--- src/rtl/ahb_poly_dma_pkg.sv ---
// Shared state encoding and bus constants for the polynomial-coefficient AHB DMA.
package ahb_poly_dma_pkg;

    typedef enum logic [6:0] {
        S_IDLE = 7'b000_0001,
        S_RD_A = 7'b000_0010,
        S_RD_D = 7'b000_0100,
        S_WR_A = 7'b000_1000,
        S_WR_D = 7'b001_0000,
        S_DONE = 7'b010_0000,
        S_ERR  = 7'b100_0000
    } dma_state_e;

    localparam logic [3:0]  HSIZE_128  = 4'b0100;
    localparam logic [31:0] BEAT_BYTES = 32'd16;

endpackage

--- src/rtl/ahb_poly_dma_addrgen.sv ---
// Source/destination beat pointers and remaining-beat counter for the DMA.
module ahb_poly_dma_addrgen
    import ahb_poly_dma_pkg::*;
#(
    parameter int unsigned LENWIDTH = 14
) (
    input  logic                hclk,
    input  logic                hresetn,
    input  logic                load,
    input  logic                advance,
    input  logic [31:0]         src_in,
    input  logic [31:0]         dst_in,
    input  logic [LENWIDTH-1:0] len_in,
    output logic [31:0]         src_ptr,
    output logic [31:0]         dst_ptr,
    output logic                last_c
);

    logic [LENWIDTH-1:0] remaining;
    logic                unused_low;

    // Beat alignment drops the byte offset; those bits are deliberately unused.
    assign unused_low = ^{src_in[3:0], dst_in[3:0]};

    always_ff @(posedge hclk or negedge hresetn) begin
        if (!hresetn) begin
            src_ptr   <= '0;
            dst_ptr   <= '0;
            remaining <= '0;
        end else if (load) begin
            src_ptr   <= {src_in[31:4], 4'h0};
            dst_ptr   <= {dst_in[31:4], 4'h0};
            remaining <= len_in;
        end else if (advance) begin
            src_ptr   <= src_ptr + BEAT_BYTES;
            dst_ptr   <= dst_ptr + BEAT_BYTES;
            remaining <= remaining - LENWIDTH'(1);
        end
    end

    assign last_c = (remaining == LENWIDTH'(1));

endmodule

--- src/rtl/ahb_poly_dma.sv ---
// Non-pipelined AHB-lite master copying 128-bit coefficient beats between regions.
// Optional constant-fill mode is compiled in with DMA_FILL_EN.
module ahb_poly_dma
    import ahb_poly_dma_pkg::*;
#(
    parameter int unsigned DWIDTH   = 128,
    parameter int unsigned LENWIDTH = 14
) (
    input  logic                hclk,
    input  logic                hresetn,
    input  logic                start,
    input  logic [31:0]         src_addr,
    input  logic [31:0]         dst_addr,
    input  logic [LENWIDTH-1:0] len,
    input  logic                fill_en,
    input  logic [DWIDTH-1:0]   fill_val,
    output logic                busy,
    output logic                done,
    output logic                err,
    output logic                hsel,
    output logic [31:0]         haddr,
    output logic [3:0]          hsize,
    output logic                hwrite,
    output logic [DWIDTH-1:0]   hwdata,
    input  logic [DWIDTH-1:0]   hrdata,
    input  logic                hready,
    input  logic                hresp
);

    dma_state_e          state;
    logic [DWIDTH-1:0]   buffer;
    logic                fill_mode;
    logic                use_fill_c;
    logic [DWIDTH-1:0]   fill_val_c;
    logic                load_c;
    logic                advance_c;
    logic                last_c;
    logic [31:0]         src_ptr;
    logic [31:0]         dst_ptr;

`ifdef DMA_FILL_EN
    assign use_fill_c = fill_en;
    assign fill_val_c = fill_val;
`else
    logic unused_fill;
    assign use_fill_c  = 1'b0;
    assign fill_val_c  = '0;
    assign unused_fill = ^{fill_en, fill_val};
`endif

    assign load_c    = (state == S_IDLE) && start && (len != '0);
    assign advance_c = (state == S_WR_D) && hready && !hresp;

    ahb_poly_dma_addrgen #(
        .LENWIDTH (LENWIDTH)
    ) u_addrgen (
        .hclk    (hclk),
        .hresetn (hresetn),
        .load    (load_c),
        .advance (advance_c),
        .src_in  (src_addr),
        .dst_in  (dst_addr),
        .len_in  (len),
        .src_ptr (src_ptr),
        .dst_ptr (dst_ptr),
        .last_c  (last_c)
    );

    // Control FSM; bus outputs are set on the edge that enters each phase.
    always_ff @(posedge hclk or negedge hresetn) begin
        if (!hresetn) begin
            state     <= S_IDLE;
            busy      <= 1'b0;
            done      <= 1'b0;
            err       <= 1'b0;
            hsel      <= 1'b0;
            haddr     <= '0;
            hsize     <= '0;
            hwrite    <= 1'b0;
            hwdata    <= '0;
            buffer    <= '0;
            fill_mode <= 1'b0;
        end else begin
            done <= 1'b0;
            unique case (state)
                S_IDLE: begin
                    if (start) begin
                        err <= 1'b0;
                        if (len == '0) begin
                            state <= S_DONE;
                            done  <= 1'b1;
                        end else begin
                            busy      <= 1'b1;
                            fill_mode <= use_fill_c;
                            hsel      <= 1'b1;
                            hsize     <= HSIZE_128;
                            if (use_fill_c) begin
                                state  <= S_WR_A;
                                hwrite <= 1'b1;
                                haddr  <= {dst_addr[31:4], 4'h0};
                                buffer <= fill_val_c;
                            end else begin
                                state  <= S_RD_A;
                                hwrite <= 1'b0;
                                haddr  <= {src_addr[31:4], 4'h0};
                            end
                        end
                    end
                end
                S_RD_A: begin
                    if (hready) begin
                        state <= S_RD_D;
                        hsel  <= 1'b0;
                        hsize <= '0;
                    end
                end
                S_RD_D: begin
                    if (hresp) begin
                        state <= S_ERR;
                        err   <= 1'b1;
                        busy  <= 1'b0;
                    end else if (hready) begin
                        state  <= S_WR_A;
                        buffer <= hrdata;
                        hsel   <= 1'b1;
                        hsize  <= HSIZE_128;
                        hwrite <= 1'b1;
                        haddr  <= dst_ptr;
                    end
                end
                S_WR_A: begin
                    if (hready) begin
                        state  <= S_WR_D;
                        hsel   <= 1'b0;
                        hsize  <= '0;
                        hwrite <= 1'b0;
                        hwdata <= buffer;
                    end
                end
                S_WR_D: begin
                    if (hresp) begin
                        state <= S_ERR;
                        err   <= 1'b1;
                        busy  <= 1'b0;
                    end else if (hready) begin
                        if (last_c) begin
                            state <= S_DONE;
                            done  <= 1'b1;
                            busy  <= 1'b0;
                        end else if (fill_mode) begin
                            state  <= S_WR_A;
                            hsel   <= 1'b1;
                            hsize  <= HSIZE_128;
                            hwrite <= 1'b1;
                            haddr  <= dst_ptr + BEAT_BYTES;
                        end else begin
                            state  <= S_RD_A;
                            hsel   <= 1'b1;
                            hsize  <= HSIZE_128;
                            hwrite <= 1'b0;
                            haddr  <= src_ptr + BEAT_BYTES;
                        end
                    end
                end
                S_DONE:  state <= S_IDLE;
                S_ERR:   state <= S_IDLE;
                default: state <= S_IDLE;
            endcase
        end
    end

endmodule

--- config.mk ---
export PLATFORM = sky130hd
export DESIGN_NAME = ahb_poly_dma
export DESIGN_NICKNAME = d
export VERILOG_FILES = /design/src/rtl/ahb_poly_dma_pkg.sv /design/src/rtl/ahb_poly_dma_addrgen.sv /design/src/rtl/ahb_poly_dma.sv
export SDC_FILE = /design/constraint.sdc
export NUM_CORES = 1
export LEC_CHECK = 0
export CAP_MARGIN = 40
export CORE_ASPECT_RATIO = 0.5
export CORE_MARGIN = 2
export CORE_UTILIZATION = 48
export DETAILED_ROUTE_END_ITERATION = 10
export PLACE_DENSITY = 0.88
export SLEW_MARGIN = 20
export SYNTH_ARGS = -nofsm -noshare
export SYNTH_HDL_FRONTEND = slang
export SYNTH_SLANG_ARGS = --single-unit
--- constraint.sdc ---
create_clock -name hclk -period 3.2 [get_ports hclk]
set_clock_uncertainty 0.1 [all_clocks]
set_input_delay 0.8 -clock hclk [delete_from_list [all_inputs] [get_ports hclk]]
set_output_delay 0.8 -clock hclk [all_outputs]
set_load 0.005 [all_outputs]
==> flow_summary.ini <==
[logic_synthesis]
synthArstFlopShare_pct = 100
syn_avg_cell_area_um2 = 12.1
synth-seq-area-share_pct = 54.9
synth_edf_count = 0
syn_inst = 1378
synth-seq-cells = 367
ys.flop_type = dfrtp_1
ys_types = 68
yosysWarningCount = 0
netlist_area_um2 = 16700

[routing]
drtAntennaViolNets = 0
wl_per_cell_um = 22.4
vias = 12970
drt_iter0_drc = 1609
wl_um = 49800
drtPass1Iterations = 9
route.detailed.drc = 1
avgViaCountPerCell = 5.83

[layout]
areaGrowthSynthToFinish_pct = 32.3
diodes = 0
fin_util_pct = 64.4
fin_nets = 2072
layout-drive-gt1-share_pct = 22.9
stdcell_count = 2223

[cts]
ctsHoldBuffers = 0
cts_resized = 0
postCtsSetupBuffers = 0
cts_root_buf = clkbuf_16
cts_sinks = 367
htree_levels = 2
clkSlewWorstSetupHoldPaths_ns = 0.07
cts_inserted_buffers = 34
cts_max_path_buffers = 3
clk_latency_ns = 0.54
tritoncts = yes

[placed_design]
pre_cts_slack_ns = 0.118
port_buffers = 368
gp_congestion = 0.954
dp_hpwl_um = 35100
dp_cells = 2167

[global_routing]
grt_max_degree = 74
grtUsageTotal_pct = 27.3
antenna_found_initial = 0
grt_remaining_overflow = 0
grt_first_pass_wirelength_um = 76600
first_global_vias = 13094

[sta]
hold_viol = 0
post-route-period-util_pct = 85.2
timing.fmax_mhz = 367
tns_ns = 0
fin_ws_ns = 0.475
drv_slew = 0
period_needed_ns = 2.72
tightest_slew_ns = 0.746
slew_headroom_pct = 49.9
finalSetupViolations = 0
grt_setup_unrepaired = false

[power]
p_seq_share_pct = 47.5
p_sw_share_pct = 31.5
p_clk_share_pct = 26.4
finalPower_mw = 15.2
p_comb_share_pct = 26.2
p_leak_nw = 9.97
p_per_area_nw_per_um2 = 686
intPower_mw = 10.4
max-vdd-ir-drop_uv = 449
switchingPower_mw = 4.79

[floorplanning]
core_area_um2 = 34400
die_area_um2 = 36500
die_w_um = 268
row_count = 48
start_util_pct = 48.6
dieHeight_um = 136
pin_count = 509

[outcome]
outcome = finished with violations
violations = DRC

[worst_setup_path]
path_cells = or3_1 > buf_4 > nor4_2 > buf_4 > buf_4 > and3_1 > nand3_1 > o211ai_1
cp-start-kind = register
cp.arrival_ns = 3.07
worst_r2r_startpoint = state[1]$_DFFE_PN0P_
critPathMaxFanout = 18
max_stage_delay_ns = 0.52
cp.required_ns = 3.55
critPathKind = reg -> reg
cp-end-kind = register
path_common_cell = buf_4
critPathSlowestCell = or3_1
startpoint = state[1]$_DFFE_PN0P_

[min_path]
min_path_type = in -> async

[job]
max-cap-violations = 0
==> logic make-up after synthesis <==
logic type,count (synthesis),share of synthesized area [%]
buffers and inverters,134,3.69
AO/OA/AOI/OAI,205,8.49
flip-flops,367,54.9
other,1,0.0224
multiplexers,285,19.6
AND/OR/NAND/NOR,349,11.3
adder cells (fa/ha/maj),4,0.299
XOR/XNOR,33,1.73
==> final cells by class <==
| type | instances | area, µm² |
|---|---|---|
| sequential | 367 | 9190 |
| tap | 475 | 594 |
| clock buffer | 49 | 997 |
| multi-input combinational | 879 | 6980 |
| inverter | 29 | 109 |
| clock inverter | 7 | 65.1 |
| fill | 2554 | 12300 |
| timing repair buffer | 417 | 4220 |
==> power groups by stage <==
stage / combinational, mW / sequential [mW] / clock, mW
2_1_floorplan: 2.65 / 6.77 / 0
3_3_place_gp: 3.81 / 7.16 / 0
3_5_place_dp: 3.94 / 7.25 / 0
4_1_cts: 3.97 / 7.18 / 4.07
5_1_grt: 4.33 / 7.40 / 4.24
6_report: 3.97 / 7.21 / 4.01
==> placed cells by master (no fill, tap or decap), drive strengths merged, types with 4 or more instances in the layout <==
cell type	n
nor2b	4
or3	10
nand2	74
clkdlybuf4s50	367
nor3	26
o211ai	17
mux2i	8
a21o	4
dfrtp	366
o21ai	49
xnor2	16
inv	31
and3	16
nand3	48
nand4	47
a22oi	13
or2	5
ha	4
or4	11
a21oi	39
a221oi	11
nor2	55
a222oi	6
clkbuf	49
clkinv	5
xor2	17
o22ai	5
nor4	30
and4	13
a211o	9
buf	50
a221o	13
mux2	277
a31oi	11
==> metrics by stage <==
| stage | hold WS (ns) | area, µm² |
|---|---|---|
| floorplan | 0.349 | 16700 |
| global placement | 0.362 | 21100 |
| detailed placement | 0.370 | 21100 |
| CTS | 0.119 | 22100 |
| global route | 0.131 | 22100 |
| finish | 0.115 | 22100 |
==> worst paths after layout <==
check                                                    endpoint  slack [ns]  depth (start not counted)
max in group asynchronous                    haddr[5]$_DFFE_PN0P_        2.03                          2
worst min register to register  u_addrgen.src_ptr[31]$_DFFE_PN0P_        0.38                          1
worst max register to register  u_addrgen.dst_ptr[21]$_DFFE_PN0P_        0.48                          8
worst max-delay path            u_addrgen.dst_ptr[21]$_DFFE_PN0P_        0.48                          8
worst min-delay path                       hwdata[56]$_DFFE_PN0P_        0.11                          1
min in group hclk               u_addrgen.src_ptr[31]$_DFFE_PN0P_        0.38                          1
==> routing by layer <==
layer  up-vias  GRT usage [%]  wire, µm
li1       5765              -         -
met4         0           9.06      1690
met2       663           44.3     23600
met5         -              0         0
met3       128           8.53      4860
met1      6414           34.8     19600
==> worst max-delay path: cells and delay by family, from the launching register on <==
family | cells | cell delay (ns)
AND/OR/NAND/NOR | 4 | 1.17
buffers and inverters | 3 | 0.76
AO/OA/AOI/OAI | 1 | 0.18
flip-flops | 1 | 0.43
==> sequential cells by signal (all words and copies together) (netlist names) <==
register and cells:
hsize 1, busy 1, u_addrgen.src_ptr 28, buffer 128
hwdata 128, hwrite 1, u_addrgen.dst_ptr 28, state 7
u_addrgen.remaining 14, haddr 29, done 1, err 1
==> Yosys cell counts, drive strengths merged, types with 6 or more instances <==
| cell type | n | share of area (%) |
|---|---|---|
| nand3 | 48 | 1.4 |
| a221o | 13 | 0.78 |
| xnor2 | 16 | 0.84 |
| a211o | 9 | 0.47 |
| dfrtp | 366 | 55 |
| a222oi | 6 | 0.36 |
| nor4 | 30 | 1.3 |
| and3 | 16 | 0.60 |
| buf | 43 | 1.7 |
| o21ai | 49 | 1.5 |
| a221oi | 11 | 0.58 |
| xor2 | 17 | 0.89 |
| nor2 | 55 | 1.2 |
| a21oi | 39 | 1.2 |
| nand4 | 47 | 1.8 |
| and4 | 13 | 0.68 |
| nand2 | 74 | 1.7 |
| a22oi | 13 | 0.58 |
| mux2 | 277 | 19 |
| or4 | 11 | 0.52 |
| or3 | 10 | 0.37 |
| clkbuf | 62 | 1.4 |
| a31oi | 11 | 0.41 |
| nor3 | 26 | 0.90 |
| o211ai | 17 | 0.76 |
| mux2i | 8 | 0.48 |
| inv | 29 | 0.65 |
Note: power is estimated with default switching activity, not from simulation.
